==> src/rtl/fsm_pkg.sv <==
// fsm_pkg: shared widths, packed-word FIFO entry and helpers for the FSM result path
package fsm_pkg;

    localparam int KEEP_W = 4;
    localparam int LANE_W = 2;
    localparam int CHK_W  = 8;

    // Error code the FSM may emit as a result byte; packed like any other data here
    localparam logic [7:0] FSM_ERR_CODE = 8'hEE;

    typedef struct packed {
        logic [31:0]       data;
        logic [KEEP_W-1:0] keep;
        logic              last;
        logic [CHK_W-1:0]  chk;
    } word_entry_t;

    // Contiguous keep mask covering lanes 0..lane
    function automatic logic [KEEP_W-1:0] keep_mask(input logic [LANE_W-1:0] lane);
        logic [KEEP_W-1:0] ones;
        ones = '1;
        return ones >> (2'd3 - lane);
    endfunction

endpackage

==> src/rtl/fsm_word_fifo.sv <==
// fsm_word_fifo: synchronous FIFO of packed result words with flush
module fsm_word_fifo
    import fsm_pkg::*;
#(
    parameter int DEPTH = 4
) (
    input  logic                     clk,
    input  logic                     rst_n,
    input  logic                     flush,
    input  logic                     push,
    input  word_entry_t              push_entry,
    input  logic                     pop,
    output word_entry_t              head,
    output logic                     full,
    output logic                     empty,
    output logic [$clog2(DEPTH):0]   count
);

    localparam int AW = $clog2(DEPTH);

    word_entry_t   mem [DEPTH];
    logic [AW-1:0] wr_ptr;
    logic [AW-1:0] rd_ptr;
    logic          do_push;
    logic          do_pop;

    assign full    = count == (AW+1)'(DEPTH);
    assign empty   = count == '0;
    assign do_push = push & ~full;
    assign do_pop  = pop & ~empty;
    assign head    = empty ? '0 : mem[rd_ptr];

    // Pointer and occupancy bookkeeping; flush wins over any same-cycle push/pop
    always_ff @(posedge clk or negedge rst_n) begin
        if (!rst_n) begin
            wr_ptr <= '0;
            rd_ptr <= '0;
            count  <= '0;
        end else if (flush) begin
            wr_ptr <= '0;
            rd_ptr <= '0;
            count  <= '0;
        end else begin
            if (do_push) wr_ptr <= wr_ptr + AW'(1);
            if (do_pop) rd_ptr <= rd_ptr + AW'(1);
            if (do_push && !do_pop) count <= count + (AW+1)'(1);
            else if (!do_push && do_pop) count <= count - (AW+1)'(1);
        end
    end

    // Entry storage; contents are only visible through head while non-empty
    always_ff @(posedge clk) begin
        if (do_push && !flush) mem[wr_ptr] <= push_entry;
    end

endmodule

==> src/rtl/fsm_result_packer.sv <==
// fsm_result_packer: packs FSM result bytes into keep-masked 32-bit words with frame checksum
module fsm_result_packer
    import fsm_pkg::*;
#(
    parameter int FIFO_DEPTH = 4,
    parameter int CNT_W      = 16
) (
    input  logic             clk,
    input  logic             rst_n,
    input  logic             soft_clr,
    input  logic             in_valid,
    input  logic [7:0]       in_data,
    input  logic             in_last,
    output logic             in_ready,
    output logic             out_valid,
    input  logic             out_ready,
    output logic [31:0]      out_data,
    output logic [3:0]       out_keep,
    output logic             out_last,
    output logic [7:0]       out_chk,
    output logic [CNT_W-1:0] frame_cnt
);

    logic [LANE_W-1:0]          lane_cnt;
    logic [31:0]                partial;
    logic [CHK_W-1:0]           chk;
    logic [CHK_W-1:0]           chk_next;
    logic [31:0]                cur_word;
    logic                       accept;
    logic                       complete;
    logic                       push;
    logic                       pop;
    logic                       full;
    logic                       empty;
    logic [$clog2(FIFO_DEPTH):0] count;
    word_entry_t                push_entry;
    word_entry_t                head;

    assign in_ready  = ~full;
    assign accept    = in_valid & in_ready;
    assign complete  = accept & ((lane_cnt == 2'd3) | in_last);
    assign chk_next  = chk ^ in_data;
    assign cur_word  = partial | ({24'h0, in_data} << {lane_cnt, 3'b000});
    assign push      = complete & ~soft_clr;
    assign pop       = out_valid & out_ready & ~soft_clr;

    assign push_entry = '{data: cur_word, keep: keep_mask(lane_cnt), last: in_last,
                          chk: in_last ? chk_next : '0};

    assign out_valid = ~empty;
    assign out_data  = head.data;
    assign out_keep  = head.keep;
    assign out_last  = head.last;
    assign out_chk   = head.chk;

    fsm_word_fifo #(.DEPTH(FIFO_DEPTH)) u_fifo (
        .clk        (clk),
        .rst_n      (rst_n),
        .flush      (soft_clr),
        .push       (push),
        .push_entry (push_entry),
        .pop        (pop),
        .head       (head),
        .full       (full),
        .empty      (empty),
        .count      (count)
    );

    // Lane packing and running checksum; a completed word restarts the lane, a frame end restarts the checksum
    always_ff @(posedge clk or negedge rst_n) begin
        if (!rst_n) begin
            lane_cnt <= '0;
            partial  <= '0;
            chk      <= '0;
        end else if (soft_clr) begin
            lane_cnt <= '0;
            partial  <= '0;
            chk      <= '0;
        end else if (accept) begin
            lane_cnt <= complete ? '0 : lane_cnt + LANE_W'(1);
            partial  <= complete ? '0 : cur_word;
            chk      <= in_last ? '0 : chk_next;
        end
    end

    // Saturating count of frames whose closing word entered the FIFO; survives soft_clr
    always_ff @(posedge clk or negedge rst_n) begin
        if (!rst_n) frame_cnt <= '0;
        else if (push && in_last && frame_cnt != '1) frame_cnt <= frame_cnt + CNT_W'(1);
    end

endmodule
==> config.mk <==
export PLATFORM = sky130hd
export DESIGN_NAME = fsm_result_packer
export DESIGN_NICKNAME = d
export VERILOG_FILES = /design/src/rtl/fsm_pkg.sv /design/src/rtl/fsm_word_fifo.sv /design/src/rtl/fsm_result_packer.sv
export SDC_FILE = /design/constraint.sdc
export NUM_CORES = 1
export LEC_CHECK = 0
export BUFFER_PORTS_ARGS = -buffer_cell sky130_fd_sc_hd__buf_4
export CAP_MARGIN = 10
export CORE_UTILIZATION = 45
export CTS_BUF_LIST = sky130_fd_sc_hd__clkbuf_2 sky130_fd_sc_hd__clkbuf_4 sky130_fd_sc_hd__clkbuf_8
export DETAILED_ROUTE_END_ITERATION = 16
export GPL_TIMING_DRIVEN = 1
export PLACE_DENSITY = 0.68
export SLEW_MARGIN = 20
export SYNTH_ARGS = -nofsm -noshare
export SYNTH_HDL_FRONTEND = slang
export SYNTH_SLANG_ARGS = --single-unit
export TNS_END_PERCENT = 10
==> constraint.sdc <==
create_clock -name clk -period 2.9 [get_ports clk]
set_input_delay 0.29 -clock clk [delete_from_list [all_inputs] [get_ports clk]]
set_output_delay 0.29 -clock clk [all_outputs]
set_load 0.005 [all_outputs]
==> out/results.txt <==
Status: finished, final reports clean
Worst Path Buf+Inv: 0
I/O pin count: 77
Compound-Gate Fraction of Synth Area: 6.77%
Commonest cells in the netlist: edfxtp_1 (176), dfrtp_1 (65), and2_1 (50), mux4_2 (45), nor2_1 (43)
Post-Synth XOR/XNOR Area: 1.66%
Setup repair after global routing missed its margin: false
Reg2Reg Depth: 8
Yosys Warn Count: 0
DPL Wire Length: 12100 um
H-tree depth: 2
#FFs+latches synth: 241
# rows: 54
Crit-path max FO: 7
Post-Syn Area: 10000 um2
Startpoint Class: register
Residual DRC count: 0
Setup tns final: 0 ps
Final worst-path cycle share: 92.7%
CTS sink count: 241
CP cell instances: ha_1, o21ai_1, nor3_1, and2_1, fa_1, or2_2, mux4_2, nor2b_1
GPL Wtd Cong: 0.844
Pre-CTS setup slack: 270 ps
Peak Freq: 372 MHz
PortBufs: 76
Most used flip-flop cell after synthesis: edfxtp_1
CP max stage delay: 450 ps
Slew margin rel.: 42.3%
Most frequent cell after synthesis: edfxtp_1
Delay-heaviest family, CP: simple AND/OR/NAND/NOR gates
Total power: 9.26 mW
Largest net degree at the start of global routing: 66
Cell count of the worst hold path: 2
Worst EP required: 3320 ps
Clk buf depth: 3
Tmin final: 2690 ps
Switching share of power: 27.1%
Syn_nets: 653
Min-Delay Endpoint: u_fifo.rd_ptr[0]
Root Driver: clkbuf_8
Die W: 151 um
WL/cell: 19.6 um
Worst r2r src: lane_cnt[0]
Vias in the first global route: 5997
Worst vdd ir: 0.000401 V
Worst setup margin: 212 ps
Finish-stage setup viols: 0
Slowest-stage cell, CP: mux4_2
Share of cells above drive strength 1: 29.3%
CP Capture Type: register
PD cells: 789 nW/um2
Initial detailed-routing violation count: 373
GRT Overall Usage: 18.7%
Final core utilization: 53.8%
Internal Dissipation: 6.76 mW
Comb pwr share: 24.9%
Worst-path clk slew: 60 ps
Final hold vios: 0
Area Overhead vs Synth: 17.0%
Hold crit path type: in2reg
Top cells by area, synth: edfxtp_1 (53%), dfrtp_1 (16%), mux4_2 (10%), and2_1 (3.1%), a21o_1 (2.5%)
Full die area: 22900 um2
Reg power frac: 43.6%
CP Launch Point: lane_cnt[0]
Final net count: 747
Total congestion overflow: 0
DR vias/cell: 5.52
N_diodes: 0
Initial Util: 46.0%
Cell taking the most area after synthesis: edfxtp_1
Simple-gate area share of the yosys netlist: 8.99%
Max cap viols: 0
Global-route wire length before repair: 32000 um
Inserted Clock Buffers: 39
Final WL: 20300 um
CTS tree: yes
EDFF count, synth: 176
Final Skew: 27.4 ps
Post-DRT Antenna Nets: 0
Die Y: 151 um
Asr flop ratio synth: 27.0%
Core area: 21800 um2
DR vias: 5715
Initial antenna violation count: 1
Reg2Reg Setup Slack: 210 ps
Worst slew pin tran: 866 ps
Cell variety after synth: 44
Adder-cell share of the synthesized area: 1.07%
Critical Path AT: 3110 ps
Sw power: 2.51 mW
Sequential element share of the synthesized area: 68.9%
Max-slew violations: 0
Leakage: 4.58 nW
Worst hold start: soft_clr
Worst skew pair latency: 540 ps
Syn Area/Cell: 15.9 um2
Post-synth top area share: 52.7%
Synthesized instance count: 631
Clk pwr share: 31.5%
Post-synthesis mux area share: 10.5%
DRT Pass-1 Iters: 5
Main combinational cell family by area after synthesis: multiplexers
Critical path type: reg2reg
Worst r2r dst: u_fifo.count[2]
[worst max path at each step]
stage	end	slack [ps]	cells after the start
3_3_place_gp	u_fifo.count[2]	340	8
6_report	u_fifo.count[2]	210	8
4_1_cts	out_chk[0]	90	4
5_1_grt	u_fifo.count[2]	60	8
3_5_place_dp	u_fifo.count[2]	270	8
2_1_floorplan	u_fifo.mem[1][0]	330	4
[worst register-to-register path: stages, from the launching register on]
cell	delay, ps
dfrtp_1	430
ha_1	300
o21ai_1	240
nor3_1	120
and2_1	180
fa_1	400
or2_2	290
mux4_2	450
nor2b_1	150
[layer usage]
metal,GRT usage (%),vias to the layer above,part of all wire [%]
li1,-,2588,-
met1,24.0,2910,42
met4,6.55,0,2.3
met3,3.70,44,5.3
met2,31.7,173,50
met5,0,-,0
[repair_timing]
item,4_1_cts,5_1_grt
hold endpoints to repair,65,0
setup buffers,0,0
gates resized for setup,0,1
setup endpoints to repair,0,1
hold buffers,1,0
[logic make-up after synthesis]
kind of cell | count (synthesis)
DFF | 241
and+or+nand+nor | 164
AOI/OAI and AO/OA | 100
buffers and inverters | 50
muxes | 49
xor gates and xnor gates | 19
adders and majority gates | 8
[state kept, by name (all words and copies together), names as in the netlist]
signal	count
chk	8
frame_cnt	16
lane_cnt	2
partial	32
u_fifo.count	3
u_fifo.mem	176
u_fifo.rd_ptr	2
u_fifo.wr_ptr	2
[layout by cell type (no fill, tap or decap), types with 12 or more instances in the layout]
cell type  count
a31oi_1       22
nor2_1        43
clkbuf_8      43
edfxtp_1     176
mux4_2        45
nand2b_1      17
a21o_1        33
o21ai_0       18
buf_4         91
nand2_1       12
clkbuf_4      13
dfrtp_1       63
and2_1        46
[through the flow]
| step | cell area (um2) | hold slack [ps] | instances |
|---|---|---|---|
| 3_5_place_dp | 10900 | 460 | 963 |
| 3_3_place_gp | 10900 | 447 | 963 |
| 4_1_cts | 11700 | 19.1 | 1035 |
| 5_1_grt | 11700 | 30.7 | 1035 |
| 6_report | 11700 | 37.7 | 1035 |
| 2_1_floorplan | 10000 | -5.59 | 631 |
[power by group through the flow]
| stage | Clock, mW | Combinational (mW) | Sequential, mW |
|---|---|---|---|
| after CTS | 2.99 | 2.36 | 4.04 |
| after detailed placement | 0 | 2.35 | 4.11 |
| after floorplan | 0 | 1.41 | 4.04 |
| after global routing | 3.14 | 2.54 | 4.06 |
| final | 2.92 | 2.31 | 4.04 |
| after global placement | 0 | 2.30 | 4.09 |
[layout make-up]
class | count | area [um2]
Timing Repair Buffer | 94 | 733
Clock inverter | 15 | 97.6
Fill cell | 1737 | 10100
Sequential cell | 241 | 6920
Multi-Input combinational cell | 340 | 2920
Inverter | 9 | 33.8
Tap cell | 280 | 350
Clock buffer | 56 | 689
Note: power is estimated with default switching activity, not from simulation.
